--- config.mk ---
export PLATFORM = sky130hd
export DESIGN_NAME = fperm_sched
export DESIGN_NICKNAME = d
export VERILOG_FILES = /design/src/rtl/fperm_sched_pkg.sv /design/src/rtl/fperm_sched_rr_arb.sv /design/src/rtl/fperm_sched.sv
export SDC_FILE = /design/constraint.sdc
export NUM_CORES = 1
export LEC_CHECK = 0
export CAP_MARGIN = 10
export CORE_ASPECT_RATIO = 1.25
export CORE_MARGIN = 2
export CORE_UTILIZATION = 38
export DETAILED_ROUTE_END_ITERATION = 10
export PLACE_DENSITY = 0.84
export SYNTH_ARGS = -nofsm -noshare
export SYNTH_HDL_FRONTEND = slang
export SYNTH_SLANG_ARGS = --single-unit
--- constraint.sdc ---
create_clock -name clk -period 3.2 [get_ports clk]
set_input_delay 0.64 -clock clk [delete_from_list [all_inputs] [get_ports clk]]
set_output_delay 0.64 -clock clk [all_outputs]
set_load 0.005 [all_outputs]
--- src/rtl/fperm_sched_pkg.sv ---
// rtl/fperm_sched_pkg.sv - op encoding, widths and control decode for the permute scheduler
package fperm_sched_pkg;

    localparam int TAG_W  = 9;
    localparam int OPND_W = 68;

    typedef enum logic [2:0] {
        PERM_COPY_B  = 3'd0,
        PERM_COPY_A  = 3'd1,
        PERM_SWAP_B  = 3'd2,
        PERM_SWAP_A  = 3'd3,
        PERM_FORK_LO = 3'd4,
        PERM_FORK_HI = 3'd5
    } perm_op_e;

    typedef struct packed {
        logic legal;
        logic copy_a;
        logic swp;
        logic fork_en;
    } perm_ctl_t;

    function automatic perm_ctl_t perm_decode(input logic [2:0] op);
        perm_ctl_t c;
        c = '0;
        case (op)
            PERM_COPY_B: begin
                c.legal = 1'b1;
            end
            PERM_COPY_A: begin
                c.legal  = 1'b1;
                c.copy_a = 1'b1;
            end
            PERM_SWAP_B: begin
                c.legal = 1'b1;
                c.swp   = 1'b1;
            end
            PERM_SWAP_A: begin
                c.legal  = 1'b1;
                c.copy_a = 1'b1;
                c.swp    = 1'b1;
            end
            PERM_FORK_LO: begin
                c.legal   = 1'b1;
                c.copy_a  = 1'b1;
                c.fork_en = 1'b1;
            end
            PERM_FORK_HI: begin
                c.legal   = 1'b1;
                c.fork_en = 1'b1;
            end
            default: c = '0;
        endcase
        return c;
    endfunction

endpackage

--- src/rtl/fperm_sched_rr_arb.sv ---
// rtl/fperm_sched_rr_arb.sv - round-robin arbiter, search starts after the last granted port
module rr_arb #(
    parameter int NREQ = 3
) (
    input  logic            clk,
    input  logic            rst,
    input  logic [NREQ-1:0] req,
    output logic [NREQ-1:0] gnt
);

    localparam int PW = (NREQ > 1) ? $clog2(NREQ) : 1;

    logic [PW-1:0] last;
    logic          found;

    always_comb begin
        gnt   = '0;
        found = 1'b0;
        for (int k = 0; k < NREQ; k++) begin
            for (int i = 0; i < NREQ; i++) begin
                if (!found && req[i] && ((int'(last) + 1 + k) % NREQ) == i) begin
                    gnt[i] = 1'b1;
                    found  = 1'b1;
                end
            end
        end
    end

    // Reset parks the pointer on the highest port so port 0 is searched first.
    always_ff @(posedge clk or negedge rst) begin
        if (!rst) begin
            last <= PW'(NREQ - 1);
        end else begin
            for (int i = 0; i < NREQ; i++) begin
                if (gnt[i]) last <= PW'(i);
            end
        end
    end

endmodule

--- src/rtl/fperm_sched.sv ---
// rtl/fperm_sched.sv - shares one permute unit among NREQ issue ports and tracks its writeback
module fperm_sched import fperm_sched_pkg::*; #(
    parameter int LAT  = 1,
    parameter int NREQ = 3
) (
    input  logic                  clk,
    input  logic                  rst,
    input  logic [NREQ-1:0]       req_vld,
    input  logic [NREQ*4-1:0]     req_op,
    input  logic [NREQ*TAG_W-1:0] req_tag,
    output logic [NREQ-1:0]       req_rdy,
    input  logic                  wb_claim,
    input  logic                  flush,
    output logic                  pm_en,
    output logic                  pm_copyA,
    output logic                  pm_swpSngl,
    output logic                  pm_dupSngl,
    output logic                  pm_fork,
    output logic                  res_vld,
    output logic [TAG_W-1:0]      res_tag,
    output logic                  bad_op
);

    logic              blk;
    logic [NREQ-1:0]   gnt;
    logic              any_gnt;
    logic              go;
    logic [3:0]        g_op;
    logic [TAG_W-1:0]  g_tag;
    perm_ctl_t         ctl;

    logic [LAT-1:0]    pv;
    logic [TAG_W-1:0]  pt [LAT];

    // A claimed writeback slot, a flush or reset all hold off every port.
    assign blk = wb_claim | flush | ~rst;

    rr_arb #(.NREQ(NREQ)) u_arb (
        .clk (clk),
        .rst (rst),
        .req (req_vld & {NREQ{~blk}}),
        .gnt (gnt)
    );

    assign req_rdy = gnt;
    assign any_gnt = |gnt;

    always_comb begin
        g_op  = '0;
        g_tag = '0;
        for (int i = 0; i < NREQ; i++) begin
            if (gnt[i]) begin
                g_op  = g_op  | req_op[i*4 +: 4];
                g_tag = g_tag | req_tag[i*TAG_W +: TAG_W];
            end
        end
        ctl = perm_decode(g_op[2:0]);
    end

    assign go = any_gnt & ctl.legal;

    always_ff @(posedge clk or negedge rst) begin
        if (!rst) begin
            pm_en      <= 1'b0;
            pm_copyA   <= 1'b0;
            pm_swpSngl <= 1'b0;
            pm_dupSngl <= 1'b0;
            pm_fork    <= 1'b0;
            bad_op     <= 1'b0;
        end else begin
            pm_en  <= go;
            bad_op <= any_gnt & ~ctl.legal;
            if (go) begin
                pm_copyA   <= ctl.copy_a;
                pm_swpSngl <= ctl.swp;
                pm_dupSngl <= g_op[3];
                pm_fork    <= ctl.fork_en;
            end
        end
    end

    // Tag/valid delay line; the output register supplies the final cycle of latency.
    always_ff @(posedge clk or negedge rst) begin
        if (!rst) begin
            pv <= '0;
            for (int s = 0; s < LAT; s++) pt[s] <= '0;
        end else begin
            pv[0] <= go & ~flush;
            pt[0] <= g_tag;
            for (int s = 1; s < LAT; s++) begin
                pv[s] <= pv[s-1] & ~flush;
                pt[s] <= pt[s-1];
            end
        end
    end

    always_ff @(posedge clk or negedge rst) begin
        if (!rst) begin
            res_vld <= 1'b0;
            res_tag <= '0;
        end else begin
            res_vld <= pv[LAT-1] & ~flush;
            if (pv[LAT-1]) res_tag <= pt[LAT-1];
        end
    end

endmodule
==> results of run 1 <==
metal layers:
metal,wire length [um],global-route usage [%]
met2,1590,32.6
met5,0,0
met3,384,5.09
met4,58,8.75
met1,1190,19.0
worst max-delay path by stage:
stage | end | start | cells past startpoint | slack (ns)
floorplan | pm_copyA$_DFFE_PN0P_ | u_arb.last[1]$_DFFE_PN1P_ | 8 | 0.76
global placement | pm_copyA$_DFFE_PN0P_ | req_vld[2] | 8 | 0.33
detailed placement | pm_copyA$_DFFE_PN0P_ | req_vld[2] | 8 | 0.23
CTS | req_rdy[1] | rst | 5 | 0.32
global route | req_rdy[1] | rst | 5 | 0.25
finish | req_rdy[1] | rst | 5 | 0.33
per-stage QoR:
| step | std cells | util, % | setup WS [ns] |
|---|---|---|---|
| 3_5_place_dp | 202 | 61.4 | 0.227 |
| 6_report | 206 | 63.7 | 0.326 |
| 5_1_grt | 206 | 63.7 | 0.250 |
| 4_1_cts | 206 | 63.7 | 0.316 |
| 3_3_place_gp | 202 | 61.4 | 0.330 |
| 2_1_floorplan | 101 | - | 0.758 |
layout by cell type, fill, tap and decap left out, types with 2 or more instances in the layout:
cell / count
buf_4: 5
nor2_1: 5
clkbuf_8: 3
nor3b_1: 2
nor2b_1: 2
a21oi_1: 2
mux2_2: 9
clkdlybuf4s50_1: 64
inv_1: 16
ha_1: 2
dfrtp_1: 27
a222oi_1: 13
state kept, by name (all words and copies together), names as in the netlist:
register / flops
pt: 9
pm_swpSngl: 1
res_tag: 9
pm_dupSngl: 1
pm_copyA: 1
pm_en: 1
bad_op: 1
u_arb.last: 2
res_vld: 1
pm_fork: 1
pv: 1
area by class of cell:
class	count	share of cell area (%)
Timing Repair Buffer	69	33.9
Multi-Input combinational cell	52	22.0
Clock inverter	1	1.50
Tap cell	37	2.32
Sequential cell	28	35.1
Clock buffer	3	2.07
Inverter	16	3.01
power by group through the flow:
stage,Sequential (mW),Clock [mW],Combinational (mW)
2_1_floorplan,0.485,0,0.197
3_3_place_gp,0.489,0,0.403
3_5_place_dp,0.496,0,0.418
4_1_cts,0.489,0.278,0.419
5_1_grt,0.498,0.294,0.459
6_report,0.487,0.273,0.415
logic make-up after synthesis:
group / after synthesis / synth area share [%]
DFF: 28 / 57.1
and+or+nand+nor: 18 / 8.45
buffers and inverters: 21 / 7.03
adders and majority gates: 2 / 2.04
AOI/OAI and AO/OA: 22 / 16.3
muxes: 10 / 9.06
critical path, delay by kind of cell:
| family | cells | cell delay (ns) |
|---|---|---|
| buf+inv | 2 | 1.00 |
| simple gates | 3 | 0.59 |
==> reports/results.txt, run 1 <==
The worst register-to-register path begins at u_arb.last[1]$_DFFE_PN1P_. The worst register-to-register path has a depth of 9. The share of total power dissipated in sequential elements is 41.4%. Of the available clock period, the critical path in the final layout requires 89.8%. For this run, the leading register cell type out of synthesis is dfrtp_1.

For the worst hold slack, the log shows 0.485 ns. The number of antenna violations at the first check in global routing is 0. The most numerous cell in the Yosys netlist is dfrtp_1.

In the final layout, flip-flops and latches occupy 702 um^2. Setup repair after global routing left no endpoint under its margin. Global routing finished with a remaining overflow of 0. The worst vdd rail ir drop is 0.276 mV.

The worst setup path is launched from an input pin. The worst hold path terminates at res_tag[3]$_DFFE_PN0P_. The width of the die works out to 54.9 um.

TritonCTS built the clock tree. The synthesized design contains 0 enable-type register cells. Entering global routing, the biggest net connects 29 pins.

The tools report the launch instance of the worst min-delay path as pt[3]$_DFF_PN0_. Buffers inserted during clock tree synthesis total 3. No sink is reached through more buffers than the 2 on the longest clock path. After clock tree synthesis, the clock-pin slew on the worst setup and hold paths is 0.09 ns. Across all register-to-register paths, the minimum setup slack is 0.55 ns. For this run, the detailed router's first-pass iteration total came to 4. The cell type with the highest occurrence count on the critical path was clkdlybuf4s50_1.

The tools report the starting density of the core as 39.2%. The clock network burns 23.2% of the power. Dividing the detail-routed wire length by the instance count gives 15.6 um. For this run, asynchronously set or reset flops after synthesis account for 100%.

In this run the standard cell core region covers 3140 um^2. During placement, the flow inserted port buffers numbering 64. The I/O pin total is 65. The overall power of the completed layout was 1.17 mW.

The unique cell type count in the Yosys netlist was 29. Summing all placed instances gives a cell area of 1930 um^2. The min-delay analysis places its worst path in the category flip-flop to flip-flop. At the worst endpoint, the arrival time is 2.23 ns. Number of cells on the worst hold path: 1. The synthesized design devotes to its leading area cell type 55.0% of total area. The detailed router finished its first iteration with 50 violations. The biggest area contributor in the post-synthesis netlist is dfrtp_1. Headroom to the max-slew limit came out at 71.2%. After detailed routing, the number of vias per cell comes to 5.34. The run finished with clean final reports. Traced cell by cell, the critical path runs through clkdlybuf4s50_1, nor3b_1, nand3_1, nor2_2, clkdlybuf4s50_1.

The via count was 1101; the number of flip-flops and latches in the synthesized netlist was 28. The sum of net half-perimeters after detailed placement is 2550 um. The slowest stage of the critical path is the clkdlybuf4s50_1 cell.

The tree is rooted in a clkbuf_8. The post-detailed-route count of antenna-violating nets is 0, and the growth of design area from synthesis to finish is 62.6%. Hold repair after CTS inserted 0 buffers. Slew at the pin closest to its max-slew limit: 0.432 ns. Once layout is done, the placed cells without fillers occupy 2000 um^2. Combinational group share of total power: 35.3%. In the final layout, the multi-input gates occupy 440 um^2. Sequential elements use 57.1% of the synthesized area. The fill cell total of the finished layout came out at 234. The post-synthesis area per instance works out to 12.2 um^2.

The logs give 0.311 mW for the power spent charging and discharging nets and 3710 um^2 for the die area. In the final design database the tool counted 218 nets. Max-cap violations in this run came to 0. Number of levels the H-tree was split into: 1.

The hold violation count in the final report came out at 0. The power per standard cell area is 588 nW/um^2. The summed instance area of the synthesized netlist was 1230 um^2.

The first-pass GRT wire length is 4740 um, and the number of nets in the synthesized netlist is 149. For the number of rows in the core area, the log shows 23. For this run, the slowest stage of the critical path takes 0.51 ns. Wire length after detailed routing: 3220 um.

The cell count after synthesis came out at 101. Sorting the synthesized cells by how often they occur yields dfrtp_1, inv_1, a222oi_1. STA classifies the critical path endpoint as an output port. Yosys attributes the largest share of cell area to dfrtp_1, a222oi_1, mux2_2, inv_1, dfstp_2.

Vertical extent of the die: 67.6 um. Post-CTS timing repair inserted 0 buffers for setup. The clock insertion delay at the later pin of the skew report was 0.27 ns. In the routed design, unresolved DRC markers number 0. The time the final worst path needs with I/O delays and setup came out at 2.87 ns. Internal power comes to 0.863 mW. The worst path required time was 2.56 ns. For the overall global routing resource usage, the log shows 18.3%.

The worst setup path is of the input pin to output port kind. The post-route netlist has 13.0% of its cells at a drive strength greater than 1. For the clock sink count, the log shows 28. In this run the critical register-to-register path is captured at pm_copyA$_DFFE_PN0P_. Setup violations remaining at the end of the flow were counted as 0.

The tools report the number of cells upsized or downsized after cts as 0. Max-slew violation count: 0. In this run the static leakage power is 0.964 nW.

The number of antenna diodes in the final layout is 0. Setup total negative slack on the finished layout was measured at 0 ns. The run gives 0.00110 ns as the worst clock skew on the final layout. In this run switching power makes up 26.5% of total power. The via count of the first global-routing pass was 1101. Total of warnings raised by yosys: 0. Maximum clock frequency: 0.348 GHz. The last weighted congestion value of the routability-driven placer came out at 0.788. Of all nets on the critical path, the largest fanout is 3.
Note: power is estimated with default switching activity, not from simulation.
==> run 2: changes to the inputs <==
- CTS_BUF_LIST: default -> sky130_fd_sc_hd__clkbuf_8 sky130_fd_sc_hd__clkbuf_16
==> results of run 2 <==
Final layout, timing and power as in run 1 (identical DEF).
